## config.mk

```make
export PLATFORM = sky130hd
export DESIGN_NAME = seq_gen
export DESIGN_NICKNAME = d
export VERILOG_FILES = /design/src/rtl/seq_pkg.sv /design/src/rtl/seq_shifter.sv /design/src/rtl/seq_gen.sv
export SDC_FILE = /design/constraint.sdc
export NUM_CORES = 1
export LEC_CHECK = 0
export CORE_MARGIN = 1
export CORE_UTILIZATION = 25
export DETAILED_ROUTE_END_ITERATION = 12
export PLACE_DENSITY = 0.41
export SYNTH_ARGS = -nofsm -noshare
export SYNTH_HDL_FRONTEND = slang
export SYNTH_HIERARCHICAL = 1
export SYNTH_SLANG_ARGS = --single-unit
```

## constraint.sdc

```tcl
create_clock -name clk -period 2.14 [get_ports clk]
set_input_delay 0.535 -clock clk [delete_from_list [all_inputs] [get_ports clk]]
set_output_delay 0.535 -clock clk [all_outputs]
set_load 0.005 [all_outputs]
```

## src/rtl/seq_pkg.sv

```systemverilog
// Shared types and default sizes for the serial pattern generator.
package seq_pkg;

    localparam int unsigned DEF_WIDTH = 8;
    localparam int unsigned DEF_REP_W = 4;

    typedef enum logic [1:0] {
        IDLE   = 2'd0,
        SHIFT  = 2'd1,
        PARITY = 2'd2,
        DONE   = 2'd3
    } state_t;

endpackage

```

## src/rtl/seq_shifter.sv

```systemverilog
// Rotating shift register and bit counter for seq_gen.
// The register rotates rather than shifts, so after WIDTH steps it holds the
// latched pattern again; that copy serves frame repeats and parity.
// Parity output exists only when SEQ_GEN_PARITY_EN is defined.
module seq_shifter
    import seq_pkg::*;
#(
    parameter int unsigned WIDTH = DEF_WIDTH
) (
    input  logic             clk,
    input  logic             rst,
    input  logic             load,
    input  logic             shift,
    input  logic [WIDTH-1:0] din,
    output logic             sout_c,
`ifdef SEQ_GEN_PARITY_EN
    output logic             par_c,
`endif
    output logic             last_c
);

    localparam int unsigned CNT_W = (WIDTH > 1) ? $clog2(WIDTH) : 1;

    logic [WIDTH-1:0] sreg;
    logic [CNT_W-1:0] cnt;

    // Pattern register and bit counter (WIDTH-1 down to 0, then wraps for a repeat)
    always_ff @(posedge clk) begin
        if (rst) begin
            sreg <= '0;
            cnt  <= '0;
        end else if (load) begin
            sreg <= din;
            cnt  <= CNT_W'(WIDTH - 1);
        end else if (shift) begin
            sreg <= {sreg[WIDTH-2:0], sreg[WIDTH-1]};
            cnt  <= (cnt == '0) ? CNT_W'(WIDTH - 1) : cnt - CNT_W'(1);
        end
    end

    // Bit that sits at the MSB after this edge, so the caller can register it
    assign sout_c = load ? din[WIDTH-1] : (shift ? sreg[WIDTH-2] : sreg[WIDTH-1]);
    assign last_c = (cnt == '0);

`ifdef SEQ_GEN_PARITY_EN
    // Even parity; rotation does not change it
    assign par_c = ^sreg;
`endif

endmodule

```

## src/rtl/seq_gen.sv

```systemverilog
// Serial burst generator: sends a latched pattern MSB first, reps+1 times,
// then pulses done. Optional per-frame parity bit with SEQ_GEN_PARITY_EN.
module seq_gen
    import seq_pkg::*;
#(
    parameter int unsigned WIDTH = DEF_WIDTH,
    parameter int unsigned REP_W = DEF_REP_W
) (
    input  logic             clk,
    input  logic             rst,
    input  logic             start,
    input  logic [WIDTH-1:0] pattern,
    input  logic [REP_W-1:0] reps,
    output logic             out,
    output logic             valid,
    output logic             busy,
    output logic             done
);

    state_t           state;
    state_t           state_nxt;
    logic [REP_W-1:0] rep_q;
    logic [REP_W-1:0] rep_nxt;
    logic             out_nxt;
    logic             valid_nxt;
    logic             busy_nxt;
    logic             done_nxt;
    logic             load;
    logic             shift;
    logic             sout_c;
    logic             last_c;
`ifdef SEQ_GEN_PARITY_EN
    logic             par_c;
`endif

    seq_shifter #(.WIDTH(WIDTH)) u_shifter (
        .clk    (clk),
        .rst    (rst),
        .load   (load),
        .shift  (shift),
        .din    (pattern),
        .sout_c (sout_c),
`ifdef SEQ_GEN_PARITY_EN
        .par_c  (par_c),
`endif
        .last_c (last_c)
    );

    // State, repeat counter and registered outputs
    always_ff @(posedge clk) begin
        if (rst) begin
            state <= IDLE;
            rep_q <= '0;
            out   <= 1'b0;
            valid <= 1'b0;
            busy  <= 1'b0;
            done  <= 1'b0;
        end else begin
            state <= state_nxt;
            rep_q <= rep_nxt;
            out   <= out_nxt;
            valid <= valid_nxt;
            busy  <= busy_nxt;
            done  <= done_nxt;
        end
    end

    // Next state and next-cycle output values
    always_comb begin
        state_nxt = state;
        rep_nxt   = rep_q;
        out_nxt   = 1'b0;
        valid_nxt = 1'b0;
        busy_nxt  = 1'b0;
        done_nxt  = 1'b0;
        load      = 1'b0;
        shift     = 1'b0;
        case (state)
            IDLE: begin
                if (start) begin
                    load      = 1'b1;
                    rep_nxt   = reps;
                    state_nxt = SHIFT;
                    out_nxt   = sout_c;
                    valid_nxt = 1'b1;
                    busy_nxt  = 1'b1;
                end
            end
            SHIFT: begin
                shift    = 1'b1;
                busy_nxt = 1'b1;
                if (!last_c) begin
                    out_nxt   = sout_c;
                    valid_nxt = 1'b1;
                end else begin
`ifdef SEQ_GEN_PARITY_EN
                    state_nxt = PARITY;
                    out_nxt   = par_c;
                    valid_nxt = 1'b1;
`else
                    if (rep_q != '0) begin
                        rep_nxt   = rep_q - REP_W'(1);
                        out_nxt   = sout_c;
                        valid_nxt = 1'b1;
                    end else begin
                        state_nxt = DONE;
                        done_nxt  = 1'b1;
                    end
`endif
                end
            end
`ifdef SEQ_GEN_PARITY_EN
            PARITY: begin
                busy_nxt = 1'b1;
                if (rep_q != '0) begin
                    rep_nxt   = rep_q - REP_W'(1);
                    state_nxt = SHIFT;
                    out_nxt   = sout_c;
                    valid_nxt = 1'b1;
                end else begin
                    state_nxt = DONE;
                    done_nxt  = 1'b1;
                end
            end
`endif
            DONE: begin
                state_nxt = IDLE;
            end
            default: begin
                state_nxt = IDLE;
            end
        endcase
    end

endmodule

```

==> flow_summary.yaml <==
pwr:
  p_seq_frac: 0.487
  leakage_nw: 0.471
  p_comb_frac: 0.234
  cellInternalPower_mw: 0.674
  p_sw_frac: 0.276
  ir_worst_vdd_mv: 0.392
  p_clk_frac: 0.279
  power_mw: 0.930
  p_per_area_mw_per_mm2: 725
  p_sw_mw: 0.256
clocking:
  cts_buffers: 3
  cts_resized: 0
  clockBufferDepth: 2
  cts_hold_buf: 0
  cts.sinks: 21
  clk_latency_ns: 0.26
  root_buffer: "clkbuf_8"
  htreeDepth: 1
  cts_setup_buffers: 0
  path_clk_slew_ns: 0.07
  cts_tree: "built"
yosys:
  yosys.area.top_type: "dfxtp_1"
  synth_area_leaders: "dfxtp_1 (42%), mux2i_1 (8.0%), a211oi_1 (6.0%)"
  syn_nets: 122
  ys_ff_latch: 21
  ys_top_cells_by_count: "dfxtp_1 (21), a211oi_1 (8), mux2i_1 (8), nor2b_1 (8), nor3_1 (8)"
  ys_warn_count: 6
  synth_top_area_share: 0.420
  synth_cells: 104
  synth-main-ff-cell: "dfxtp_1"
  ys_seq_area_frac: 0.420
  syn_area_per_cell_um2: 9.62
  synth.distinct_cells: 33
  synth_edf_count: 0
  synth_area_mm2: 0.00100
  yosysMostFrequentCell: "dfxtp_1"
  async_flop_share: 0
critical_path:
  crit_fanout: 16
  cp-end-kind: "register"
  r2r_setup_slack_ns: 0.47
  worst_ep_arrival_time_ns: 1.96
  crit_required_ns: 2.32
  cp-start-kind: "primary input"
  r2r-start: "rep_q[0]"
  cp-startpoint: "start"
  reg2reg_to: "rep_q[3]"
  crit_type: "primary input to register"
  cp-endpoint: "rep_q[0]"
  rr_worst_depth: 6
place:
  dp_cells: 169
  gp_congestion: 0.712
  place_area_mm2: 0.00124
  port_buffers: 18
  dpl.hpwl_um: 1440
floorplan:
  die_y_um: 65.3
  core_mm2: 0.00374
  design.die.area_mm2: 0.00426
  rows: 22
  fp.dieW_um: 65.3
  io-pin-count: 19
  initial_utilization: 0.267
drt:
  totalWireLength_um: 1990
  detail_route.iter0.violations: 14
  postRouteAntennaNets: 0
  num_vias: 766
  drt_first_pass_iters: 3
  drc: 0
  viasPerCell: 4.43
  wire_per_inst_um: 11.5
global_routing:
  grt_first_pass_wirelength_um: 3510
  antenna_found_initial: 0
  grt-busiest-layer: "met2"
  grt_pass1_vias: 777
  met1_usage: 0.143
  grt.met3_usage: 0.0382
  use_met2: 0.162
  grt_overflow: 0
  grt_max_degree: 20
  track_usage: 0.107
timing:
  slew_headroom: 0.683
  rsz0062_at_grt: "no"
  hold_slack_ns: 0.477
  fmax_mhz: 562
  fin_crit_sh: 0.831
  fin_crit_ns: 1.78
  setup_violations: 0
  slew_violations: 0
  tightest_slew_ns: 0.474
  hold_viol: 0
  tns_ns: 0
  finalClockSkew_ns: 0.00524
job:
  maxCapViolCount: 0
status:
  outcome: "finished clean"
final_layout:
  antennaDiodeCount: 0
  area_growth_pct: 28.1
  finalNonFillerCells: 173
  nNetsFinal: 144
  drive_above_1_share: 0.104
  final_cell_area_mm2: 0.00128
worst_hold_path:
  hp-class: "register to register"
layout make-up:
type                       count  area, um^2
sequential                    21         420
tap                           48        60.1
clock inverter                 1        5.00
multi-input combinational     71         507
inverter                       7        38.8
clock buffer                   3        41.3
fill                         411        2460
timing repair buffer          22         210
sequential cells by signal, indices dropped and copies added, names as in the netlist:
signal          flops
u_shifter/sreg      8
rep_q               4
u_shifter/cnt       3
state               2
busy                1
done                1
out                 1
valid               1
worst max-delay path: stages:
cell and delay [ns]:
clkdlybuf4s50_1 0.47, nor3b_2 0.15, buf_4 0.23, a31oi_4 0.08
or3_1 0.33, a31oi_1 0.17
through the flow:
| stage | util | setup WS (ns) |
|---|---|---|
| 4_1_cts | 0.343 | 0.348 |
| 3_3_place_gp | 0.330 | 0.0832 |
| 6_report | 0.343 | 0.361 |
| 2_1_floorplan | - | 0.606 |
| 5_1_grt | 0.343 | 0.219 |
| 3_5_place_dp | 0.330 | 0.0692 |
worst min-delay path by stage:
stage / from / end / slack [ns] / depth (start not counted)
2_1_floorplan: rep_q[1] / rep_q[1] / 0.45 / 2
3_3_place_gp: rep_q[1] / rep_q[1] / 0.47 / 2
3_5_place_dp: rep_q[1] / rep_q[1] / 0.47 / 2
4_1_cts: rep_q[1] / rep_q[1] / 0.48 / 2
5_1_grt: rep_q[1] / rep_q[1] / 0.50 / 2
6_report: rep_q[1] / rep_q[1] / 0.48 / 2
cell families (layout without fill, tap and decap cells):
logic type	Yosys count	after routing	share of synthesized area
compound gates	22	22	0.159
fa+ha+maj	3	3	0.0375
buf+inv	12	33	0.0737
flops	21	21	0.420
mux	8	8	0.0800
simple gates	38	38	0.230
layer usage:
metal / up-vias / wire length (um)
li1: 409 / -
met1: 344 / 1030
met2: 11 / 871
met3: 2 / 77
met4: 0 / 7
met5: - / 0
power groups by stage:
stage,clock network (mW),logic [mW],registers (mW)
final,0.259,0.218,0.453
after global routing,0.300,0.248,0.458
after CTS,0.279,0.222,0.452
after detailed placement,0,0.221,0.461
after global placement,0,0.219,0.462
after floorplan,0,0.154,0.456
cells in the final DEF, fill, tap and decap left out, types with 2 or more instances in the layout:
master / instances
mux2i_1: 8
nor2b_1: 8
dfxtp_1: 21
o21ai_0: 2
nand2b_1: 2
a21oi_1: 6
nor2_1: 6
ha_1: 3
buf_4: 4
a211oi_1: 8
nor3_1: 8
clkdlybuf4s50_1: 18
a31oi_1: 2
inv_1: 5
nand2_1: 3
clkbuf_8: 3
Note: power is estimated with default switching activity, not from simulation.
